**src/rtl/huffman_pkg.sv**
```systemverilog
// Shared constants and state type for the Huffman bit packer.
package huffman_pkg;

    localparam int MAX_CODE_BITS = 18;
    localparam int BUF_BITS      = 32;
    localparam int ACCEPT_LIMIT  = 14;

    typedef enum logic {
        RUN   = 1'b0,
        FLUSH = 1'b1
    } state_t;

endpackage

```
**src/rtl/huffman_bit_packer.sv**
```systemverilog
// Packs variable-length Huffman codes MSB-first into a byte stream, with
// flush/pad handling for the final partial byte.
module huffman_bit_packer
    import huffman_pkg::*;
(
    input  logic                     clock,
    input  logic                     reset_n,
    input  logic [MAX_CODE_BITS-1:0] data_in,
    input  logic [4:0]               valid_bits,
    output logic                     in_ready,
    input  logic                     flush,
    output logic [7:0]               out_data,
    output logic                     out_valid,
    input  logic                     out_ready,
    output logic                     out_last,
    output logic                     flush_done,
    output logic [15:0]              byte_count,
    output logic                     len_error
);

    state_t                     state;
    logic [BUF_BITS-1:0]        bit_buf;
    logic [5:0]                 fill;

    logic                       transfer;
    logic                       accept;
    logic                       len_bad;
    logic [5:0]                 drained;
    logic [5:0]                 fill_after;
    logic [5:0]                 fill_next;
    logic [BUF_BITS-1:0]        buf_after;
    logic [BUF_BITS-1:0]        appended;
    logic [MAX_CODE_BITS-1:0]   rev_code;
    logic [4:0]                 src_idx;

    always_comb begin
        in_ready   = (state == RUN) && (fill <= 6'(ACCEPT_LIMIT));
        out_valid  = (fill >= 6'd8) || ((state == FLUSH) && (fill != 6'd0));
        out_last   = (state == FLUSH) && (fill != 6'd0) && (fill <= 6'd8);
        out_data   = bit_buf[7:0];
        transfer   = out_valid && out_ready;
        len_bad    = valid_bits > 5'(MAX_CODE_BITS);
        accept     = in_ready && (valid_bits != 5'd0) && !len_bad;

        drained    = 6'd0;
        if (transfer) begin
            drained = (fill >= 6'd8) ? 6'd8 : fill;
        end
        fill_after = fill - drained;
        buf_after  = transfer ? (bit_buf >> 8) : bit_buf;

        // Bit-reverse the valid code bits so the code MSB lands at the lowest free position.
        rev_code = '0;
        src_idx  = '0;
        for (int i = 0; i < MAX_CODE_BITS; i++) begin
            if (5'(i) < valid_bits) begin
                src_idx     = valid_bits - 5'(i) - 5'd1;
                rev_code[i] = data_in[src_idx];
            end
        end
        appended  = {{(BUF_BITS-MAX_CODE_BITS){1'b0}}, rev_code} << fill_after;
        fill_next = fill_after + (accept ? {1'b0, valid_bits} : 6'd0);
    end

    always_ff @(posedge clock or negedge reset_n) begin
        if (!reset_n) begin
            state      <= RUN;
            bit_buf    <= '0;
            fill       <= 6'd0;
            byte_count <= 16'd0;
            len_error  <= 1'b0;
            flush_done <= 1'b0;
        end else begin
            flush_done <= 1'b0;
            bit_buf    <= accept ? (buf_after | appended) : buf_after;
            fill       <= fill_next;
            if (transfer) begin
                byte_count <= byte_count + 16'd1;
            end
            if (len_bad) begin
                len_error <= 1'b1;
            end
            // No words are accepted in FLUSH, so a byte with fill <= 8 is always the last one.
            case (state)
                RUN: begin
                    if (flush) begin
                        state <= FLUSH;
                    end
                end
                FLUSH: begin
                    if ((fill == 6'd0) || (transfer && (fill <= 6'd8))) begin
                        state      <= RUN;
                        flush_done <= 1'b1;
                    end
                end
                default: state <= RUN;
            endcase
        end
    end

endmodule

```
**config.mk**
```make
export PLATFORM = sky130hd
export DESIGN_NAME = huffman_bit_packer
export DESIGN_NICKNAME = d
export VERILOG_FILES = /design/src/rtl/huffman_pkg.sv /design/src/rtl/huffman_bit_packer.sv
export SDC_FILE = /design/constraint.sdc
export NUM_CORES = 1
export LEC_CHECK = 0
export BUFFER_PORTS_ARGS = -buffer_cell sky130_fd_sc_hd__clkbuf_2
export CORE_ASPECT_RATIO = 1.75
export CORE_UTILIZATION = 40
export DETAILED_ROUTE_END_ITERATION = 16
export GPL_TIMING_DRIVEN = 0
export SLEW_MARGIN = 20
export SYNTH_ARGS = -nofsm -noshare
export SYNTH_HDL_FRONTEND = slang
export SYNTH_SLANG_ARGS = --single-unit
```
**constraint.sdc**
```tcl
create_clock -name clock -period 5.2 [get_ports clock]
set_input_delay 1.04 -clock clock [delete_from_list [all_inputs] [get_ports clock]]
set_output_delay 1.04 -clock clock [all_outputs]
set_load 0.02 [all_outputs]
```
==> metrics.csv <==
stage,metric,value,unit
outcome,status,completed,
route,vias per inst,6.23,
synthesis,mux cell area share after synthesis,18.7,%
route,drt pass-1 iters,5,
cts,clk slew on worst S/H paths,0.05,ns
synthesis,Most used DFF post-synth,dfrtp_1,
critical_path,CP Max Fanout,10,
global_route,GRT Total Usage,27.4,%
sta,setup TNS,0,ns
sta,final worst-path cycle share,94.6,%
global_route,first-pass GRT wire length,35200,um
sta,Final Hold Fails,0,
critical_path,most frequent CP cell,buf_6,
global_route,vias in the first global route,6484,
layout,share of cells above drive strength 1,18.9,%
critical_path,critical path's top delay family,buffers and inverters,
sta,max-slew violations,0,
synthesis,post-synthesis adder-cell area fraction,5.86,%
synthesis,Synth Area per Inst,8.53,um^2
place,IO buf count,55,
place,dpl hpwl,18400,um
synthesis,Synth cell types,87,
route,DRC viols,0,
synthesis,syn nets,826,
cts,CTS tree,done,
synthesis,main combinational cell family by area after synthesis,compound AO/OA/AOI/OAI gates,
power_and_ir_drop,maximum vdd ir drop,0.279,mV
layout,# nets final,893,
power_and_ir_drop,Lkg Pwr,3.21,nW
cts,Clock Sink Count,57,
synthesis,Cells after Synth,771,
critical_path,CP endpoint kind,flip-flop,
cts,H-tree Lvls,3,
global_route,gr ovfl total,0,
floorplan,Die ar.,0.0170,mm^2
global_route,initial antenna violation count,0,
synthesis,#FFs+latches synth,57,
route,met1 wire length,7630,um
floorplan,Die H,172,um
global_route,largest net degree at the start of global routing,50,
synthesis,synthesized cell area,0.00658,mm^2
critical_path,CP bufs+invs,6,
route,top routing layer used,met4,
critical_path,critical path startpoint category,input pin,
sta,RSZ-0062 raised after global routing,yes,
floorplan,row cnt,61,
cts,clock buffer depth,2,
critical_path,WS Path Type,input pin to flip-flop,
cts,clk root buf,clkbuf_16,
synthesis,ys async rst share,100,%
route,Routed WL,22700,um
synthesis,post-synthesis compound-gate area fraction,20.9,%
flow_run,Max-cap violations,0,
layout,post-layout util,46.7,%
layout,n_diodes,0,
synthesis,Post-Synth XOR/XNOR Area,6.24,%
floorplan,core area,0.0160,mm^2
critical_path,"Cell Chain, Critical Path",clkbuf_2 -> buf_6 -> buf_2 -> buf_6 -> inv_1 -> ha_1 -> clkbuf_1 -> mux4_1 -> mux4_2 -> a22oi_2 -> nor2_1 -> a22o_1 -> mux2_2 -> o22a_1 -> o2bb2ai_1 -> o21ai_1,
floorplan,Initial Util,41.2,%
route,met2 routed wirelength,12100,um
route,routed wl met3,865,um
route,DRT iter0 DRCs,312,
layout,area grow syn2layout,13.3,%
power_and_ir_drop,pwr/cell area,475,mW/mm^2
synthesis,sequential area share after synthesis,21.7,%
floorplan,Die Span X,98.9,um
sta,Max Clock Freq,203,MHz
sta,Clock Skew,0.00731,ns
critical_path,"Slowest-stage cell, CP",mux4_2,
critical_path,CP Data Arrival Time,5.12,ns
sta,worst slew pin tran,0.952,ns
sta,final setup violation count,0,
route,via count,6431,
hold_path,worst min path class,flip-flop to flip-flop,
critical_path,CP peak stage delay,0.52,ns
critical_path,CP required,5.40,ns
sta,Slew HR,36.1,%
cts,clock latency at the later pin of the worst-skew pair,0.32,ns
route,post-route ant nets,0,
synthesis,number of flops mapped to enable cells by yosys,0,
route,WL/cell,21.9,um
sta,Period minus WS final,4.92,ns
synthesis,Post-Synth Simple-Gate Area,20.4,%
place,GPL Wtd Cong,0.968,
synthesis,Yosys warnings,0,
floorplan,I/O pin total,56,
cts,total CTS buffers,9,
synthesized netlist by cell type, types with 9 or more instances:
library cell / n / area (um^2)
a21oi_1: 29 / 145
and3_1: 9 / 56.3
buf_2: 13 / 65.1
buf_4: 14 / 105
clkbuf_1: 23 / 86.3
dfrtp_1: 57 / 1430
ha_1: 26 / 325
inv_1: 22 / 82.6
mux2_2: 14 / 158
mux2i_1: 51 / 510
mux4_2: 19 / 428
nand2_1: 76 / 285
nand3_1: 23 / 115
nand4_1: 13 / 81.3
nor2_1: 67 / 251
nor2b_1: 11 / 68.8
nor3_1: 22 / 110
nor4_1: 10 / 62.6
o21ai_0: 29 / 145
o22ai_1: 19 / 119
xnor2_1: 37 / 324
worst paths after layout:
| path | from | to | slack (ns) | cells after the start |
|---|---|---|---|---|
| worst max-delay path | valid_bits[1] | bit_buf[17] | 0.28 | 16 |
| worst min-delay path | byte_count[15] | byte_count[15] | 0.47 | 1 |
| worst max register to register | fill[3] | bit_buf[16] | 0.36 | 17 |
| worst min register to register | byte_count[15] | byte_count[15] | 0.47 | 1 |
| max in group asynchronous | reset_n | bit_buf[0] | 4.16 | 2 |
| min in group asynchronous | reset_n | fill[3] | 0.57 | 1 |
stage by stage:
step | total power [mW] | hold slack (ns) | std cells | worst slack, ns | instance area [um^2]
floorplan | 2.24 | 0.456 | 771 | 0.652 | 6580
global placement | 2.89 | 0.454 | 1015 | -0.196 | 7090
detailed placement | 2.89 | 0.462 | 1016 | -0.228 | 7120
CTS | 3.50 | 0.473 | 1032 | 0.0824 | 7420
global route | 3.76 | 0.498 | 1032 | -0.0560 | 7450
finish | 3.54 | 0.467 | 1032 | 0.281 | 7450
power by group:
group	leakage (nW)	switching (mW)	internal, mW
clock	0.142	0.204	0.382
sequential	0.733	0.0906	0.547
combinational	2.33	1.50	0.817
total	3.21	1.80	1.75
logic make-up after synthesis:
| family | count (synthesis) |
|---|---|
| AND/OR/NAND/NOR | 274 |
| AO/OA/AOI/OAI | 190 |
| multiplexers | 89 |
| buffers and inverters | 84 |
| flip-flops | 57 |
| XOR/XNOR | 46 |
| adder cells (fa/ha/maj) | 30 |
| other | 1 |
placed cells by master, fill, tap and decap left out, drive strengths merged, types with 7 or more instances in the layout:
| master | count |
|---|---|
| a21boi | 7 |
| a21oi | 31 |
| and2 | 8 |
| and3 | 9 |
| buf | 36 |
| clkbuf | 89 |
| dfrtp | 57 |
| ha | 26 |
| inv | 25 |
| mux2 | 14 |
| mux2i | 51 |
| mux4 | 24 |
| nand2 | 76 |
| nand2b | 7 |
| nand3 | 23 |
| nand4 | 13 |
| nor2 | 67 |
| nor2b | 11 |
| nor3 | 22 |
| nor4 | 10 |
| o211ai | 8 |
| o21a | 7 |
| o21ai | 32 |
| o22ai | 19 |
| o311ai | 7 |
| o31ai | 8 |
| xnor2 | 37 |
| xor2 | 9 |
final cells by class:
type                       instances  area, um^2
timing repair buffer              56         305
clock buffer                      11         243
multi-input combinational        630        4770
clock inverter                     5        55.1
sequential                        57        1430
inverter                          26        97.6
fill                            1610        8500
tap                              189         236
buffer                            58         313
flip-flops by register name, indices dropped and copies added (netlist names):
signal and flops:
fill 6, len_error 1, state 1, bit_buf 32, flush_done 1, byte_count 16
timing repair:
item | 4_1_cts | 5_1_grt
buffers inserted | 0 | 0
pin swaps | 0 | 0
resized for setup | 1 | 10
hold buffers | 0 | 0
endpoints found under the setup margin | 2 | 25
worst register-to-register path: stages (launching register included):
cell       delay, ns
dfrtp_1         0.42
nor3_1          0.49
o21ai_0         0.30
and2_1          0.23
clkbuf_1        0.14
clkbuf_1        0.26
nand3_1         0.21
ha_1            0.25
nor2b_1         0.13
o21ai_0         0.27
a2111oi_0       0.19
a311oi_2        0.48
nor2_2          0.17
nand2_1         0.32
clkbuf_1        0.47
o31ai_1         0.14
o21ai_0         0.13
o22ai_1         0.11
per-layer routing:
layer | vias up | track usage (%)
met5 | - | 0
met4 | 0 | 24.9
met3 | 107 | 3.13
met2 | 278 | 52.8
met1 | 3023 | 24.7
li1 | 3023 | -
No activity file was read; power rests on OpenSTA's default activity.
